$ cat src/rtl/vga_term_pkg.sv
// rtl/vga_term_pkg.sv - shared constants and state type for the VGA text-console writer
package vga_term_pkg;

   localparam int ROWS_DEF = 30;
   localparam int COLS_DEF = 70;

   localparam logic [7:0] CH_BS    = 8'h08;
   localparam logic [7:0] CH_TAB   = 8'h09;
   localparam logic [7:0] CH_LF    = 8'h0A;
   localparam logic [7:0] CH_FF    = 8'h0C;
   localparam logic [7:0] CH_CR    = 8'h0D;
   localparam logic [7:0] CH_ESC   = 8'h1B;
   localparam logic [7:0] CH_SPACE = 8'h20;

   typedef enum logic [1:0] {
      IDLE     = 2'd0,
      CLR_LINE = 2'd1,
      CLR_SCR  = 2'd2
`ifdef VGA_TERM_ESC_EN
      ,ESC     = 2'd3
`endif
   } term_state_t;

endpackage

$ cat src/rtl/vga_term_writer.sv
// rtl/vga_term_writer.sv - byte-stream text console driving the character memory write port (optional colour escape: VGA_TERM_ESC_EN)
module vga_term_writer
   import vga_term_pkg::*;
#(
   parameter int         ROWS   = ROWS_DEF,
   parameter int         COLS   = COLS_DEF,
   parameter logic [2:0] DEF_FG = 3'b111,
   parameter logic [2:0] DEF_BG = 3'b000
) (
   input  logic       clk,
   input  logic       rst_n,
   input  logic       in_valid,
   output logic       in_ready,
   input  logic [7:0] in_char,
   output logic       we,
   output logic [4:0] wr_addr,
   output logic [6:0] wc_addr,
   output logic [7:0] w_ascii,
   output logic [2:0] w_fg_color,
   output logic [2:0] w_bg_color,
   output logic [4:0] cur_row,
   output logic [6:0] cur_col,
   output logic       busy
);

   localparam logic [4:0] LAST_ROW = 5'(ROWS - 1);
   localparam logic [6:0] LAST_COL = 7'(COLS - 1);
   localparam logic [7:0] COLS_8   = 8'(COLS);

   term_state_t state, state_n;
   logic [4:0]  row_n, sw_row, sw_row_n, wr_n;
   logic [6:0]  col_n, sw_col, sw_col_n, wc_n;
   logic [7:0]  asc_n, tab;
   logic        we_n, sw_done, sw_done_n, nl, accept;
   logic [2:0]  fg, bg, fg_n, bg_n;

`ifdef VGA_TERM_ESC_EN
   assign in_ready = (state == IDLE) || (state == ESC);
`else
   assign in_ready = (state == IDLE);
   assign fg = DEF_FG;
   assign bg = DEF_BG;
`endif
   assign busy   = (state == CLR_LINE) || (state == CLR_SCR);
   assign accept = in_valid && in_ready;

   // State, cursor, sweep counters and registered write port
   always_ff @(posedge clk or negedge rst_n) begin
      if (!rst_n) begin
         state      <= IDLE;
         cur_row    <= '0;
         cur_col    <= '0;
         sw_row     <= '0;
         sw_col     <= '0;
         sw_done    <= 1'b0;
         we         <= 1'b0;
         wr_addr    <= '0;
         wc_addr    <= '0;
         w_ascii    <= 8'h00;
         w_fg_color <= DEF_FG;
         w_bg_color <= DEF_BG;
      end else begin
         state      <= state_n;
         cur_row    <= row_n;
         cur_col    <= col_n;
         sw_row     <= sw_row_n;
         sw_col     <= sw_col_n;
         sw_done    <= sw_done_n;
         we         <= we_n;
         wr_addr    <= wr_n;
         wc_addr    <= wc_n;
         w_ascii    <= asc_n;
         w_fg_color <= fg_n;
         w_bg_color <= bg_n;
      end
   end

`ifdef VGA_TERM_ESC_EN
   // Colour registers, loaded by the byte following an escape
   always_ff @(posedge clk or negedge rst_n) begin
      if (!rst_n) begin
         fg <= DEF_FG;
         bg <= DEF_BG;
      end else begin
         fg <= fg_n;
         bg <= bg_n;
      end
   end
`endif

   // Character interpretation, cursor movement and clear sweeps
   always_comb begin
      state_n   = state;
      row_n     = cur_row;
      col_n     = cur_col;
      sw_row_n  = sw_row;
      sw_col_n  = sw_col;
      sw_done_n = sw_done;
      we_n      = 1'b0;
      wr_n      = wr_addr;
      wc_n      = wc_addr;
      asc_n     = w_ascii;
      fg_n      = fg;
      bg_n      = bg;
      nl        = 1'b0;
      tab       = {1'b0, cur_col | 7'd7} + 8'd1;
      case (state)
         IDLE: begin
            if (accept) begin
               if (in_char >= 8'h20 && in_char <= 8'h7E) begin
                  we_n  = 1'b1;
                  wr_n  = cur_row;
                  wc_n  = cur_col;
                  asc_n = in_char;
                  if (cur_col == LAST_COL) begin
                     col_n = '0;
                     nl    = 1'b1;
                  end else begin
                     col_n = cur_col + 7'd1;
                  end
               end else begin
                  case (in_char)
                     CH_LF: begin
                        col_n = '0;
                        nl    = 1'b1;
                     end
                     CH_CR: col_n = '0;
                     CH_BS: begin
                        if (cur_col != '0) begin
                           col_n = cur_col - 7'd1;
                        end else if (cur_row != '0) begin
                           row_n = cur_row - 5'd1;
                           col_n = LAST_COL;
                        end
                        we_n  = 1'b1;
                        wr_n  = row_n;
                        wc_n  = col_n;
                        asc_n = CH_SPACE;
                     end
                     CH_TAB: begin
                        if (tab >= COLS_8) begin
                           col_n = '0;
                           nl    = 1'b1;
                        end else begin
                           col_n = tab[6:0];
                        end
                     end
                     CH_FF: begin
                        row_n     = '0;
                        col_n     = '0;
                        state_n   = CLR_SCR;
                        sw_row_n  = '0;
                        sw_col_n  = '0;
                        sw_done_n = 1'b0;
                     end
`ifdef VGA_TERM_ESC_EN
                     CH_ESC: state_n = ESC;
`endif
                     default: ;
                  endcase
               end
               // Wrapping off the bottom row lands on row 0, which must be blanked
               if (nl) begin
                  if (cur_row < LAST_ROW) begin
                     row_n = cur_row + 5'd1;
                  end else begin
                     row_n     = '0;
                     state_n   = CLR_LINE;
                     sw_row_n  = '0;
                     sw_col_n  = '0;
                     sw_done_n = 1'b0;
                  end
               end
            end
         end
         CLR_LINE, CLR_SCR: begin
            // sw_done holds the state for the cycle showing the final write
            if (sw_done) begin
               state_n = IDLE;
            end else begin
               we_n  = 1'b1;
               wr_n  = sw_row;
               wc_n  = sw_col;
               asc_n = CH_SPACE;
               if (sw_col == LAST_COL) begin
                  sw_col_n = '0;
                  if (state == CLR_LINE || sw_row == LAST_ROW) begin
                     sw_done_n = 1'b1;
                  end else begin
                     sw_row_n = sw_row + 5'd1;
                  end
               end else begin
                  sw_col_n = sw_col + 7'd1;
               end
            end
         end
`ifdef VGA_TERM_ESC_EN
         ESC: begin
            if (accept) begin
               fg_n    = in_char[2:0];
               bg_n    = in_char[5:3];
               state_n = IDLE;
            end
         end
`endif
         default: state_n = IDLE;
      endcase
   end

endmodule
$ cat config.mk
export PLATFORM = sky130hd
export DESIGN_NAME = vga_term_writer
export DESIGN_NICKNAME = d
export VERILOG_FILES = /design/src/rtl/vga_term_pkg.sv /design/src/rtl/vga_term_writer.sv
export SDC_FILE = /design/constraint.sdc
export NUM_CORES = 1
export LEC_CHECK = 0
export CORE_MARGIN = 2
export CORE_UTILIZATION = 50
export DETAILED_ROUTE_END_ITERATION = 8
export GPL_ROUTABILITY_DRIVEN = 0
export GPL_TIMING_DRIVEN = 0
export PLACE_DENSITY = 0.79
export SYNTH_ARGS = -nofsm -noshare
export SYNTH_HDL_FRONTEND = slang
export SYNTH_SLANG_ARGS = --single-unit
export TNS_END_PERCENT = 1
$ cat constraint.sdc
create_clock -name clk -period 3.6 [get_ports clk]
set_input_delay 1.08 -clock clk [delete_from_list [all_inputs] [get_ports clk]]
set_output_delay 1.08 -clock clk [all_outputs]
set_load 0.02 [all_outputs]
Word level (Yosys, flattened, before mapping)
Cells that the tools add are included.

word-level totals
  flip-flop bits (word level) = 48
  input port bits = 11

operators by class
  add/subtract/negate cells = 7
  magnitude comparators = 4
  eq/ne operators = 17
  muxes and demuxes = 71
  reduce and logical (&&, ||, !) cells = 19

operators by type and width
  kind                                                             count
  two-way mux 7 bit                                                16
  two-way mux 5 bit                                                17
  equality test 8 x 4 -> 1 bit (second input constant)             5
  two-way mux 8 bit                                                4
  one-hot mux 5 bit (2 select lines)                               3
  one-hot mux 7 bit (2 select lines)                               2
  one-hot mux 7 bit (3 select lines)                               1
  two-way mux 1 bit                                                17
  one-hot mux 8 bit (2 select lines)                               1
  adder 7 x 1 -> 7 bit (second input constant)                     2
  equality test 7 bit (second input constant)                      2
  two-way mux 2 bit                                                6
  adder 5 x 1 -> 5 bit (second input constant)                     2
  adder 7 x 1 -> 8 bit (second input constant)                     1
  >= comparator 8 x 6 -> 1 bit (second input constant)             1
  >= comparator 8 x 7 -> 1 bit (second input constant)             1
  less-or-equal comparator 8 x 7 -> 1 bit (second input constant)  1
  != test 2 bit (second input constant)                            4
  AND reduction 4 bit                                              2
  nonzero test 7 bit                                               1
  subtractor 7 x 1 -> 7 bit (second input constant)                1
  one-hot mux 1 bit (2 select lines)                               3
  AND reduction 3 bit                                              2
  equality test 5 bit (second input constant)                      1
  18 further kinds                                                 22

Depth between registers and ports, before layout
Gate-level depths: netlist of run 1.

  depth after elaboration = 10
  gate-level depth with buffers = 10
  gate-level depth less buffers = 8

Worst setup path before layout of run 1
No wires, ideal clock.

  kind = register -> register
  start = register cur_col[4]
  end = register cur_row[1]
  setup time = 0.121 ns
  data arrival time = 2.796 ns
  slack = 0.683 ns
  cell stages (with the launch flop) = 10
  buffers on the path = 1
  period minus slack after synthesis = 2.917 ns
  path through = dfrtp_1 -> clkbuf_1 -> inv_1 -> ha_1 -> nor4b_1 -> or2_2 -> or4_4 -> a311oi_4 -> o21ai_2 -> a22o_1

between the ends
  cells in the longest elaborated chain, start to end = 9
  elaborated cells on any way between the ends = 17
  those cells by class = 1 x add/sub; 1 x order compare; 2 x eq/ne; 10 x mux; 3 x reduce/logical

ends and longest elaborated chain
  item                                                                           RTL line                RTL
  start: declaration                                                             vga_term_writer.sv:22   output logic [6:0] cur_col,
  start signal: assignment                                                       vga_term_writer.sv:65   cur_col <= col_n;
  adder 7 x 1 -> 8 bit                                                           vga_term_writer.sv:106  tab = {1'b0, cur_col | 7'd7} + 8'd1;
  >= comparator 8 x 7 -> 1 bit                                                   vga_term_writer.sv:141  if (tab >= COLS_8) begin
  two-way mux 1 bit                                                              vga_term_writer.sv:141
  one-hot mux 1 bit (2 select lines)                                             vga_term_writer.sv:122  case (in_char)
  two-way mux 1 bit                                                              vga_term_writer.sv:110  if (in_char >= 8'h20 && in_char <= 8'h7E) begin
  two-way mux 1 bit                                                              vga_term_writer.sv:109  if (accept) begin
  two-way mux 1 bit                                                              vga_term_writer.sv:107  case (state)
  != test 2 x 1 -> 1 bit (no line) / nonzero test 3 bit (equally long branches)  n/a
  AND reduction 4 bit (no line)                                                  n/a
  end signal: assignment                                                         vga_term_writer.sv:64   cur_row <= row_n;
  end: declaration                                                               vga_term_writer.sv:21   output logic [4:0] cur_row,

Several ways; a longest one is shown, not always the timed one. The select of a mux whose other input is x is not followed.
A chain may end at the register's enable or synchronous reset.

Final worst setup path of run 1
  start = input in_char[6]
  end = register cur_row[1]

between the ends
  cells in the longest elaborated chain, start to end = 7
  elaborated cells on any way between the ends = 17
  those cells by class = 2 x order compare; 5 x eq/ne; 7 x mux; 3 x reduce/logical

ends and longest elaborated chain
  item                                                                            RTL line                                        RTL
  start: declaration                                                              vga_term_writer.sv:14                           input logic [7:0] in_char,
  >= comparator 8 x 6 -> 1 bit, or another cell as far along                      vga_term_writer.sv:110
  logical AND 1 bit / one-hot mux 1 bit (2 select lines) (equally long branches)  vga_term_writer.sv:110, vga_term_writer.sv:122
  two-way mux 1 bit                                                               vga_term_writer.sv:110
  two-way mux 1 bit                                                               vga_term_writer.sv:109
  two-way mux 1 bit                                                               vga_term_writer.sv:107
  != test 2 x 1 -> 1 bit (no line) / nonzero test 3 bit (equally long branches)   n/a
  AND reduction 4 bit (no line)                                                   n/a

Several ways; a longest one is shown, not always the timed one. The select of a mux whose other input is x is not followed.

==> flow_summary_export.csv, run 1 <==
group,metric,value,unit
outcome,status,"complete, no violations",
global_route,grt_pass1_wl,14500,µm
worst_hold_path,worst_hold_path_type,"reg -> reg",
yosys,syn_area_per_cell,8.39,µm²
die,die_x,86.1,µm
timing,whs,0.476,ns
layout,final_common_cell,"dfrtp_1",
layout,finish.instance_area,4070,µm²
layout,n_antenna_cell,0,
setup_path,crit_chain,"clkdlybuf4s50_1 -> nor4b_4 -> nand3_2 -> or4_4 -> a311oi_4 -> o21ai_2 -> a22o_1",
clock_network,numCtsBuffers,5,
pwr,p_int,0.727,mW
yosys,synthCells,402,
setup_path,cp_slowest_cell,"clkdlybuf4s50_1",
yosys,synth_cell_type_count,63,
timing,fin_crit_sh,96.5,%
timing,setup_ws,0.126,ns
setup_path,crit_path_max_incr_delay,0.55,ns
die,dieArea,7420,µm²
clock_network,clk_pin_slew,0.10,ns
setup_path,rr_startpoint,"cur_col[4]$_DFFE_PN0P_",
global_route,grt_antenna_before_repair,0,
global_route,first_global_vias,3144,
detailed_routing,firstDrtPassIters,5,
yosys,ys_warn_count,0,
detailed_routing,drt-total-wl,8830,µm
layout,fin_nets,484,
yosys,ys.flop_type,"dfrtp_1",
worst_hold_path,min_path_cells,2,
pwr,clockPowerShare,36.2,%
setup_path,cp.required,3.80,ns
global_route,grt_usage,24.3,%
yosys,async_flop_share,100,%
timing,finalHoldViolations,0,
pwr,p_seq_share,54.9,%
run,drv_cap,0,
placed_design,hpwl,6640,µm
yosys,netlist_area,3370,µm²
pwr,powerDensity,241,nW/µm²
setup_path,endpoint_kind,"register",
yosys,synthMuxAreaShare,3.64,%
global_route,overflow,0,
detailed_routing,drtIter0Drc,313,
yosys,synth_simple_gate_area_share,24.4,%
global_route,grt.met1_usage,32.7,%
setup_path,crit_cells,7,
die,core-area,6420,µm²
global_route,use_met2,39.5,%
die,rows,29,
die,start_util,52.5,%
pwr,power,0.982,mW
global_route,grt_max_degree,33,
die,boundaryPins,52,
timing,finalMaxSlewViolations,0,
placed_design,port_buffers,45,
timing,fin_crit,3.47,ns
clock_network,cts_root_buf,"clkbuf_8",
pwr,swShare,25.9,%
global_route,grt_use_met3,3.85,%
clock_network,cts_setup_buffers,0,
pwr,leakage,1.67,nW
yosys,synth_edf_count,0,
setup_path,crit_type,"in -> reg",
yosys,synth_top_area_share,35.6,%
detailed_routing,vias,3336,
clock_network,postCtsHoldBufs,0,
yosys,synth_area_leaders,"dfrtp_1 36%, ha_1 5.2%, nand2_1 5.0%, o21ai_0 4.0%, nand3_1 3.6%",
clock_network,cts_sinks,48,
clock_network,h-tree-depth,2,
pwr,p_sw,0.254,mW
setup_path,rrSetupSlack,0.45,ns
pwr,ir_drop,0.000216,V
global_route,top_usage_layer,"met2",
clock_network,cts_tree,"done",
pwr,combPwrFrac,8.9,%
setup_path,critPathMaxFanout,9,
layout,area_growth,20.6,%
placed_design,placed_cell_area,3950,µm²
die,die_h,86.1,µm
setup_path,r2r_end,"cur_row[1]$_DFFE_PN0P_",
setup_path,cp.arrival,3.68,ns
yosys,ys_seq_area_share,35.6,%
layout,layout_common_cells,"48 x dfrtp_1, 45 x nand2_1, 44 x clkdlybuf4s50_1, 27 x nor2_1, 27 x o21ai_0",
yosys,synth_compound_area_share,23.4,%
detailed_routing,drc,0,
worst_hold_path,holdPathEnd,"w_ascii[1]$_DFFE_PN0P_",
detailed_routing,routed_via_density,6.21,
setup_path,path_delay_family,"simple AND/OR/NAND/NOR gates",
yosys,synth_top_area_cell,"dfrtp_1",
timing,tns,0,ns
timing,rsz0062_at_grt,"yes",
detailed_routing,ant_nets,0,
clock_network,ctsLongestPathBuffers,2,
yosys,synth_xor_area_share,1.30,%
placed_design,place_ws,-0.431,ns
timing,finalClockSkew,0.00558,ns
timing,setup_viol,0,
clock_network,clock_latency,0.30,ns
timing,slew_headroom,41.4,%
setup_path,cp_num_buf_inv,1,
detailed_routing,wire_per_inst,16.4,µm
yosys,ys_ff_latch,48,
yosys,synth_top_family_by_area,"simple AND/OR/NAND/NOR gates",
timing,fmax,0.288,GHz
timing,worstMarginPinSlew,0.877,ns
worst_hold_path,worstHoldStart,"w_ascii[1]$_DFFE_PN0P_",
setup_path,ff2ff_path_depth,9,
setup_path,start_kind,"primary input",
yosys,synthAdderAreaFrac,5.19,%
layout,drive_gt1_share,9.35,%
[registers in the layout (all words and copies together), names as in the netlist]
| name | cells |
|---|---|
| wr_addr | 5 |
| state | 2 |
| cur_col | 7 |
| we | 1 |
| sw_row | 5 |
| w_ascii | 8 |
| sw_done | 1 |
| sw_col | 7 |
| wc_addr | 7 |
| cur_row | 5 |
[layout make-up]
class	instances	area, µm²
sequential	48	1200
buffer	27	129
clock buffer	6	82.6
fill	579	2350
inverter	22	82.6
multi-input combinational	309	2000
timing repair buffer	46	465
tap	77	96.3
clock inverter	2	13.8
[cell usage after synthesis, types with 3 or more instances]
cell / number
dfrtp_1: 48
nand2_1: 45
nor2_1: 27
o21ai_0: 27
nand3_1: 24
a21oi_1: 23
inv_1: 22
clkbuf_1: 18
ha_1: 14
nor3_1: 12
mux2i_1: 10
a31oi_1: 9
or3_1: 7
buf_4: 6
o22ai_1: 6
nor3b_1: 5
o221ai_1: 5
xnor2_1: 5
a31o_2: 4
and2_1: 4
nand4_1: 4
nor2b_1: 4
a211o_1: 3
a21o_1: 3
a22o_1: 3
a41oi_1: 3
buf_2: 3
nand2b_1: 3
nor4_1: 3
o211ai_1: 3
o21a_1: 3
o31ai_1: 3
or2_2: 3
[metal layers]
layer  part of all wire (%)  up-vias
li1                       -     1568
met1                     44     1604
met2                     48      145
met3                    6.9       19
met4                    1.9        0
met5                      0        -
[cell families after synthesis]
| group | Yosys count |
|---|---|
| and+or+nand+nor | 157 |
| muxes | 12 |
| other | 2 |
| adders and majority gates | 14 |
| buffers and inverters | 49 |
| DFF | 48 |
| xor gates and xnor gates | 5 |
| AOI/OAI and AO/OA | 115 |
[per-stage QoR]
step	utilization [%]	instances
after floorplan	-	406
after global placement	61.3	528
after detailed placement	61.5	529
after CTS	63.1	537
after global routing	63.3	537
final	63.3	537
[power by group through the flow]
stage                     clock network [mW]  logic [mW]  registers, mW
after floorplan                            0      0.0445          0.550
after detailed placement                   0      0.0855          0.549
after CTS                              0.360      0.0860          0.539
final                                  0.356      0.0873          0.539
after global placement                     0      0.0822          0.549
after global routing                   0.380      0.0950          0.539
[timing repair]
| action | CTS | global route |
|---|---|---|
| cloned | 0 | 0 |
| resized for setup | 1 | 5 |
| endpoints found under the setup margin | 5 | 21 |
[worst min-delay path: stages, from the launching register on]
cell and delay, ns:
dfrtp_1 0.35, nand2_1 0.05, nand2_1 0.05
[how the worst max path moves through the flow]
stage,start,end
final,in_char[6],cur_row[1]$_DFFE_PN0P_
after global routing,in_char[0],w_ascii[4]$_DFFE_PN0P_
after CTS,in_char[6],w_ascii[4]$_DFFE_PN0P_
after detailed placement,in_char[6],sw_row[0]$_DFFE_PN0P_
after global placement,in_char[6],sw_row[1]$_DFFE_PN0P_
after floorplan,cur_col[4]$_DFFE_PN0P_,cur_row[1]$_DFFE_PN0P_
(Power assumes the default switching activity.)
==> run 2, diff against run 1 <==
CORE_UTILIZATION = 40   (was 50)
PLACE_DENSITY = 0.66   (was 0.79)
==> flow_summary_export.csv, run 2 (same netlist as run 1, synthesis figures left out) <==
group,metric,value,unit
outcome,status,"complete, no violations",
global_route,grt_pass1_wl,14200,µm
timing,rsz0062_at_grt,"yes",
layout,final_common_cell,"dfrtp_1",
setup_path,start_kind,"primary input",
layout,largest_reg_flops,8,
global_route,grt_max_degree,30,
global_route,grt_usage,19.7,%
timing,slew_headroom,38.9,%
clock_network,cts_tree,"done",
clock_network,cts_setup_buffers,0,
layout,area_growth,22.2,%
layout,regMostFlops,"w_ascii",
layout,n_antenna_cell,0,
die,dieArea,9180,µm²
detailed_routing,drtIter0Drc,176,
setup_path,crit_type,"in -> reg",
placed_design,hpwl,6630,µm
detailed_routing,routed_via_density,5.63,
setup_path,rrSetupSlack,0.46,ns
pwr,powerDensity,253,nW/µm²
timing,finalClockSkew,0.00511,ns
timing,fin_crit_sh,96.1,%
worst_hold_path,min_path_cells,2,
setup_path,cp.arrival,3.67,ns
layout,nFillCells,793,
detailed_routing,vias,3183,
layout,fin_nets,484,
layout,register_area,1200,µm²
clock_network,clock_latency,0.31,ns
placed_design,port_buffers,45,
detailed_routing,ant_nets,0,
die,rows,33,
clock_network,ctsLongestPathBuffers,2,
die,boundaryPins,52,
timing,setup_viol,0,
placed_design,placed_cell_area,3990,µm²
detailed_routing,wire_per_inst,15.5,µm
setup_path,r2r_end,"cur_row[2]$_DFFE_PN0P_",
global_route,grt_antenna_before_repair,0,
layout,drive_gt1_share,9.35,%
die,die_x,95.8,µm
die,start_util,41.3,%
worst_hold_path,worst_hold_path_type,"reg -> reg",
die,core-area,8180,µm²
setup_path,endpoint_kind,"register",
detailed_routing,drt-total-wl,8730,µm
detailed_routing,drc,0,
clock_network,postCtsHoldBufs,0,
worst_hold_path,worstHoldStart,"w_ascii[4]$_DFFE_PN0P_",
clock_network,cts_sinks,48,
run,drv_cap,0,
detailed_routing,firstDrtPassIters,4,
timing,fmax,0.289,GHz
timing,whs,0.472,ns
setup_path,rr_startpoint,"cur_col[4]$_DFFE_PN0P_",
clock_network,numCtsBuffers,5,
clock_network,cts_root_buf,"clkbuf_8",
pwr,leakage,1.68,nW
die,die_h,95.8,µm
timing,fin_crit,3.46,ns
layout,finish.instance_area,4120,µm²
setup_path,cp.required,3.80,ns
timing,finalHoldViolations,0,
global_route,first_global_vias,2910,
timing,finalMaxSlewViolations,0,
setup_path,ff2ff_path_depth,9,
layout,multi_input_area,2000,µm²
worst_hold_path,holdPathEnd,"w_ascii[4]$_DFFE_PN0P_",
clock_network,clk_pin_slew,0.10,ns
timing,worstMarginPinSlew,0.915,ns
pwr,ir_drop,0.000180,V
layout,layout_common_cells,"48 x dfrtp_1, 45 x nand2_1, 44 x clkdlybuf4s50_1, 27 x nor2_1, 27 x o21ai_0",
clock_network,h-tree-depth,2,
setup_path,critPathMaxFanout,7,
global_route,overflow,0,
-- run 2: layout make-up --
type | instances | share of cell area (%)
Inverter | 22 | 2.00
Timing Repair Buffer | 46 | 11.3
Clock inverter | 3 | 1.12
Buffer | 27 | 3.13
Tap cell | 105 | 3.19
Clock buffer | 5 | 1.67
Multi-Input combinational cell | 309 | 48.5
Sequential cell | 48 | 29.1
-- run 2: worst max-delay path, cell delays in order --
cell and delay (ns):
clkdlybuf4s50_1 0.54, nor4b_4 0.48, nand3_2 0.16, or4_4 0.48, a21oi_1 0.48, o32ai_1 0.19, a22o_1 0.25
-- run 2: what timing repair did --
action,in CTS,in global routing
resized for setup,1,5
cloned,0,0
setup endpoints to repair,5,26
-- run 2: routing by layer --
layer	routed length, µm	track usage, %
met5	0	0
met4	116	5.00
met1	4110	27.4
met2	4060	31.8
met3	450	3.52
-- run 2: worst max path at each step --
stage	to	startpoint	slack, ns
detailed placement	sw_row[0]$_DFFE_PN0P_	in_char[6]	-0.37
finish	cur_row[2]$_DFFE_PN0P_	in_char[6]	0.14
floorplan	cur_row[1]$_DFFE_PN0P_	cur_col[4]$_DFFE_PN0P_	0.68
global placement	sw_row[1]$_DFFE_PN0P_	in_char[6]	-0.35
CTS	w_ascii[0]$_DFFE_PN0P_	in_char[0]	0.05
global route	wc_addr[0]$_DFFE_PN0P_	in_char[0]	-0.09
-- run 2: through the flow --
step / setup TNS (ns) / power, mW / setup slack, ns / std cells / utilization, %
floorplan: 0 / 0.594 / 0.683 / 406 / -
global placement: -5.18 / 0.633 / -0.347 / 556 / 48.6
detailed placement: -5.27 / 0.635 / -0.371 / 557 / 48.7
CTS: 0 / 1.05 / 0.0475 / 565 / 50.2
global route: -0.568 / 1.08 / -0.0884 / 565 / 50.4
finish: 0 / 1.04 / 0.139 / 565 / 50.4
-- run 2: where the power goes --
group          internal, mW  switching [mW]  leakage, nW
Combinational        0.0309          0.0560         1.03
Sequential            0.539               0        0.594
Clock                 0.210           0.207       0.0548
Total                 0.779           0.263         1.68
